**config.mk**
```make
export PLATFORM = sky130hd
export DESIGN_NAME = pipe_hazard_ctrl
export DESIGN_NICKNAME = d
export VERILOG_FILES = /design/src/rtl/pipe_hazard_ctrl.sv
export SDC_FILE = /design/constraint.sdc
export NUM_CORES = 1
export LEC_CHECK = 0
export BUFFER_PORTS_ARGS = -buffer_cell sky130_fd_sc_hd__buf_2
export CORE_ASPECT_RATIO = 1.2
export CORE_MARGIN = 4
export CORE_UTILIZATION = 51
export DETAILED_ROUTE_END_ITERATION = 16
export PLACE_DENSITY = 0.79
export SLEW_MARGIN = 20
export SYNTH_ARGS = -nofsm -noshare
export SYNTH_HDL_FRONTEND = slang
export SYNTH_SLANG_ARGS = --single-unit
```
**constraint.sdc**
```tcl
create_clock -name clk -period 4.5 [get_ports clk]
set_input_delay 0 -clock clk [delete_from_list [all_inputs] [get_ports clk]]
set_output_delay 0 -clock clk [all_outputs]
set_load 0.05 [all_outputs]
```
**src/rtl/pipe_hazard_ctrl.sv**
```systemverilog
// Pipeline tracking, forwarding and interlock unit.
// Tracks DEPTH stages after decode (stage 1 = EX ... stage DEPTH = WB), resolves
// decode operands from in-flight results, raises load-use stall and branch
// flush, drives the register-file write port, and counts stalls/flushes.
module pipe_hazard_ctrl #(
  parameter int unsigned DATA_W     = 32,
  parameter int unsigned REG_AW     = 5,
  parameter int unsigned DEPTH      = 3,
  parameter int unsigned LOAD_STAGE = 2,
  parameter int unsigned BR_STAGE   = 2,
  parameter int unsigned ZERO_REG   = 1
) (
  input  logic              clk,
  input  logic              reset,
  input  logic              hold,
  input  logic              id_valid,
  input  logic [REG_AW-1:0] id_src_a,
  input  logic [REG_AW-1:0] id_src_b,
  input  logic              id_use_b,
  input  logic [REG_AW-1:0] id_rd,
  input  logic              id_we,
  input  logic              id_load,
  input  logic [DATA_W-1:0] rf_rdata_a,
  input  logic [DATA_W-1:0] rf_rdata_b,
  input  logic [DATA_W-1:0] ex_result,
  input  logic [DATA_W-1:0] mem_rdata,
  input  logic              br_taken,
  output logic [DATA_W-1:0] op_a,
  output logic [DATA_W-1:0] op_b,
  output logic              stall_o,
  output logic              flush_o,
  output logic              rf_we,
  output logic [REG_AW-1:0] rf_waddr,
  output logic [DATA_W-1:0] rf_wdata,
  output logic [31:0]       stall_cnt,
  output logic [31:0]       flush_cnt
);

  logic              v   [1:DEPTH];
  logic [REG_AW-1:0] rd  [1:DEPTH];
  logic              we  [1:DEPTH];
  logic              ld  [1:DEPTH];
  logic              rdy [1:DEPTH];
  logic [DATA_W-1:0] res [1:DEPTH];

  logic zero_a, zero_b;
  logic found_a, found_b;
  logic haz_a, haz_b;

  assign zero_a = (ZERO_REG != 0) && (id_src_a == '0);
  assign zero_b = (ZERO_REG != 0) && (id_src_b == '0);

  // Operand resolution: the youngest matching writer decides the operand or the hazard
  always_comb begin
    op_a    = rf_rdata_a;
    op_b    = rf_rdata_b;
    found_a = 1'b0;
    found_b = 1'b0;
    haz_a   = 1'b0;
    haz_b   = 1'b0;
    for (int unsigned k = 1; k <= DEPTH; k++) begin
      if (!found_a && v[k] && we[k] && (rd[k] == id_src_a) && !zero_a) begin
        found_a = 1'b1;
        if (rdy[k]) op_a = res[k];
        else        haz_a = 1'b1;
      end
      if (!found_b && v[k] && we[k] && (rd[k] == id_src_b) && !zero_b) begin
        found_b = 1'b1;
        if (rdy[k]) op_b = res[k];
        else        haz_b = 1'b1;
      end
    end
  end

  assign flush_o  = v[BR_STAGE] & br_taken & ~hold;
  assign stall_o  = id_valid & (haz_a | (id_use_b & haz_b)) & ~flush_o;
  assign rf_we    = v[DEPTH] & we[DEPTH] & ~hold &
                    ~((ZERO_REG != 0) && (rd[DEPTH] == '0));
  assign rf_waddr = rd[DEPTH];
  assign rf_wdata = res[DEPTH];

  // Stage advance: flush kills stages 1..BR_STAGE, stall injects a bubble into stage 1,
  // and the load-return stage picks up mem_rdata for a valid load
  always_ff @(posedge clk) begin
    if (reset) begin
      for (int unsigned k = 1; k <= DEPTH; k++) begin
        v[k]   <= 1'b0;
        rd[k]  <= '0;
        we[k]  <= 1'b0;
        ld[k]  <= 1'b0;
        rdy[k] <= 1'b0;
        res[k] <= '0;
      end
    end else if (!hold) begin
      v[1]   <= id_valid & ~flush_o & ~stall_o;
      rd[1]  <= id_rd;
      we[1]  <= id_we;
      ld[1]  <= id_load;
      rdy[1] <= ~id_load;
      res[1] <= ex_result;
      for (int unsigned k = 2; k <= DEPTH; k++) begin
        v[k]  <= v[k-1] & ~(flush_o && (k <= BR_STAGE));
        rd[k] <= rd[k-1];
        we[k] <= we[k-1];
        ld[k] <= ld[k-1];
        if ((k == LOAD_STAGE + 1) && v[k-1] && ld[k-1]) begin
          res[k] <= mem_rdata;
          rdy[k] <= 1'b1;
        end else begin
          res[k] <= res[k-1];
          rdy[k] <= rdy[k-1];
        end
      end
    end
  end

  // Saturating stall/flush performance counters
  always_ff @(posedge clk) begin
    if (reset) begin
      stall_cnt <= '0;
      flush_cnt <= '0;
    end else begin
      if (stall_o && !hold && (stall_cnt != '1)) stall_cnt <= stall_cnt + 32'd1;
      if (flush_o && (flush_cnt != '1))          flush_cnt <= flush_cnt + 32'd1;
    end
  end

endmodule

```
======== Word-level counts from Yosys, hierarchy flattened ========
Memories as Yosys holds them, arrays and structs flattened.
Cells that the tools add are included.
word-level totals
  word-level logic and storage cells ...... 150
  output and inout bits ................... 168
  memory bits (writable) .................. 123
  bits of input ports ..................... 151
  memories kept ........................... 6
  register bits ........................... 64
cells by class
  eq/ne operators ......................... 8
  $add $sub $neg .......................... 2
  bitwise logic cells ..................... 37
  reduce and logical (&&, ||, !) cells .... 35
  multiplexer cells ....................... 60
memory list
  name  words  bits a word  read ports  clocked after memory_dff  wr ports  RTL line  RTL
  res   3      32           3           0                         3         44        logic [DATA_W-1:0] res [1:DEPTH];
  rd    3      5            3           0                         3         40        logic [REG_AW-1:0] rd [1:DEPTH];
  ld    3      1            2           0                         3         42        logic ld [1:DEPTH];
  rdy   3      1            3           0                         3         43        logic rdy [1:DEPTH];
  v     3      1            3           0                         3         39        logic v [1:DEPTH];
  we    3      1            3           0                         3         41        logic we [1:DEPTH];
operator list
  cell                                                              number
  32-bit two-way mux                                                16
  32-bit by 1-bit adder with 32-bit output (second input constant)  2
  32-bit != test (second input constant)                            2
  1-bit two-way mux                                                 41
  5-bit == test                                                     6
  1-bit logical AND                                                 25
  1-bit OR                                                          21
  5-bit logical NOT                                                 3
  5-bit two-way mux                                                 3
  1-bit AND                                                         11
  1-bit logical NOT                                                 7
  1-bit NOT                                                         5

======== Depth between registers and ports, before layout ========
  word-level depth ........................ 23
  mapped depth ............................ 11
  depth with buffers taken out ............ 9

======== Worst setup path after synthesis ========
Ideal clock, no wire load.
  kind .................................... in2reg
  from .................................... input port reset
  to ...................................... memory ld[1] (enable)
  data required time ...................... 3.998 ns
  setup time .............................. 0.502 ns
  path buffers ............................ 1
  stages on the path ...................... 2
  slack ................................... 0.774 ns
  data arrival time ....................... 3.224 ns
  cell sequence ........................... clkbuf_1 > nand2b_1
RTL lines
  item                RTL line  RTL
  start: declaration  14        input logic reset,
  end: declaration    42

==> flow_summary.toml <==
[status]
status = "finished clean"

[timing]
hold_violations = 0
final.setup.tns_ns = 0
whs_ns = 0.0795
fmax_ghz = 0.274
rsz0062_at_grt = "no"
final_max_slew_viol_count = 0
fin_skew_ns = 0.0100
post-route-period-util_pct = 81.0
min_period_ns = 3.65
setup_viol = 0
worst_pin_slew_ns = 0.852
slew_headroom_pct = 43.2

[hold_path]
hold_depth = 3
hold_end = "v[0][1]"
hold_path_startpoint = "id_valid"
hp-class = "in -> reg"

[setup_path]
worstReg2RegEnd = "stall_cnt[20]"
critPathCaptureType = "output pin"
crit_fanout = 32
rr_worst_depth = 8
r2r_slack_ns = 1.15
start_kind = "flip-flop"
arrival_ns = 3.65
criticalPathCategory = "reg -> out"
reg2reg_from = "rd[0][8]"
cp.required_ns = 4.50

[yosys]
syn_area_per_cell_um2 = 8.92
synth_edf_count = 122
syn_inst = 1169
synth-async-reset-ratio_pct = 0
ys_seq_area_share_pct = 47.4
synth_flop_cell = "edfxtp_1"
syn-num-nets = 1322
yosysUniqueCellTypes = 44
synth-seq-cells = 186
yosysWarningCount = 0
synthesis.area_um2 = 10400

[power]
ir_drop_uv = 231
power_density_nw_per_um2 = 306
p_leak_nw = 5.90

[routing]
wl_per_cell_um = 17.3
drc_errors = 0
drt_iter0_markers = 660
drtAntennaViolNets = 0
vias = 9687
wl_um = 30600
dr.pass1.iters = 6
viasPerCell = 5.48

[global_route]
grt_pass1_vias = 9262
antenna_found_initial = 3
grt_pass1_wl_um = 48300
overflow = 0
grt_max_degree = 69
grt_usage_pct = 26.2

[cts]
clkTransAtPathRegs_ns = 0.07
clock-sinks = 186
cts_resized = 0
worstSkewPairLatency_ns = 0.43
cts_htree_levels = 4
numCtsBuffers = 17
cts_max_path_buffers = 2
cts.hold.buffers_added = 72
cts_setup_buffers = 0
cts_root_buf = "clkbuf_16"
cts_tree = "yes"

[cells_and_area]
design_area_um2 = 13300
final_nets = 1643
synthToLayoutAreaGrowth_pct = 27.5
drive_gt1_share_pct = 25.4

[die]
core-area_um2 = 20200
die_y_um = 165
dieWidth_um = 139
io-pin-count = 319
fp.dieArea_um2 = 22800
num_rows = 57
initial_core_util_pct = 51.7

[job]
maxCapViolCount = 0

[placement]
io_buffers = 318
dp_hpwl_um = 21500
globalplace.congestion = 0.948
place_area_um2 = 12000
final cells by class:
| class | count | area (um2) |
|---|---|---|
| repair buffers | 403 | 2420 |
| flip-flops and latches | 186 | 4940 |
| multi-input cells | 869 | 4960 |
| clock inverters | 12 | 126 |
| diodes | 1 | 2.50 |
| clock buffers | 20 | 457 |
| well taps | 265 | 332 |
| fillers | 1618 | 6890 |
| inverters | 13 | 48.8 |
where the power goes:
part | total, W | internal (W) | switching (W) | leakage (nW)
sequential | 0.00198 | 0.00191 | 0.0000713 | 1.85
clock | 0.00150 | 0.000814 | 0.000687 | 0.292
combinational | 0.000588 | 0.000204 | 0.000384 | 3.76
flip-flops by register name, summed over array words and instances, names as in the netlist:
signal     count
flush_cnt     32
we             3
v              3
rd            15
res           96
stall_cnt     32
ld             2
rdy            3
worst max path at each step:
| stage | end | start | slack (ns) |
|---|---|---|---|
| after floorplan | ld[1] | reset | 0.77 |
| after global placement | stall_cnt[20] | rd[0][8] | 1.23 |
| after detailed placement | op_a[17] | rd[0][5] | 1.18 |
| after CTS | op_a[17] | rd[0][5] | 0.71 |
| after global routing | op_a[13] | rd[0][8] | 0.74 |
| final | op_a[26] | rd[0][5] | 0.85 |
stage by stage:
stage | std cells | total power (W) | utilization, % | setup slack (ns)
finish | 1769 | 0.00407 | 65.8 | 0.854
global route | 1769 | 0.00423 | 65.8 | 0.740
CTS | 1768 | 0.00410 | 65.8 | 0.705
detailed placement | 1664 | 0.00255 | 59.4 | 1.18
global placement | 1664 | 0.00254 | 59.4 | 1.23
floorplan | 1169 | 0.00239 | - | 0.774
routing by layer:
metal,up-vias,track usage (%),wire length (um)
met5,-,0,31
li1,4698,-,-
met1,4484,31.3,12100
met3,57,7.50,2580
met2,444,46.0,15300
met4,4,8.13,591
worst max-delay path: stages, from the launching register on:
cell      delay [ns]
edfxtp_1        0.44
xor2_1          0.18
or4_1           0.59
or3b_2          0.49
or2_4           0.45
mux2i_1         0.20
nand2_1         0.09
o21ai_0         0.09
o21ai_0         0.29
buf_2           0.33
cells by family after synthesis:
group	count (synthesis)	share of synthesized area [%]
AND/OR/NAND/NOR	503	23.3
adder cells (fa/ha/maj)	2	0.240
XOR/XNOR	57	4.79
multiplexers	66	6.35
AO/OA/AOI/OAI	241	12.3
flip-flops	186	47.4
buffers and inverters	114	5.59
cell usage after synthesis, drive strengths merged, types with 4 or more instances:
cell,n,area [um2]
xnor2,35,307
nand2,230,866
dfxtp,64,1280
buf,49,339
and3,8,50.1
nor2,54,203
inv,13,48.8
mux2i,65,651
xor2,22,193
and2,88,551
o21ai,158,795
clkbuf,52,195
nor4,4,25.0
edfxtp,122,3660
nand4,19,119
or3,29,181
or4,13,97.6
o31ai,6,45.0
nor3,14,70.1
or2,4,25.0
and4,5,43.8
a21oi,67,347
nand3,29,145
placed cells by master (no fill, tap or decap), types with 17 or more instances in the layout:
cell / synthesis / layout
or3_1: 29 / 29
xor2_1: 22 / 22
dlygate4sd3_1: 0 / 72
edfxtp_1: 122 / 122
buf_2: 7 / 318
nor2_1: 54 / 52
and2_1: 88 / 88
o21ai_0: 157 / 157
dfxtp_1: 64 / 64
nand4_1: 19 / 19
nand3_1: 29 / 27
nand2_1: 229 / 229
clkbuf_16: 0 / 17
mux2i_1: 65 / 65
xnor2_1: 35 / 35
a21oi_1: 66 / 66
Note: power is estimated with default switching activity, not from simulation.
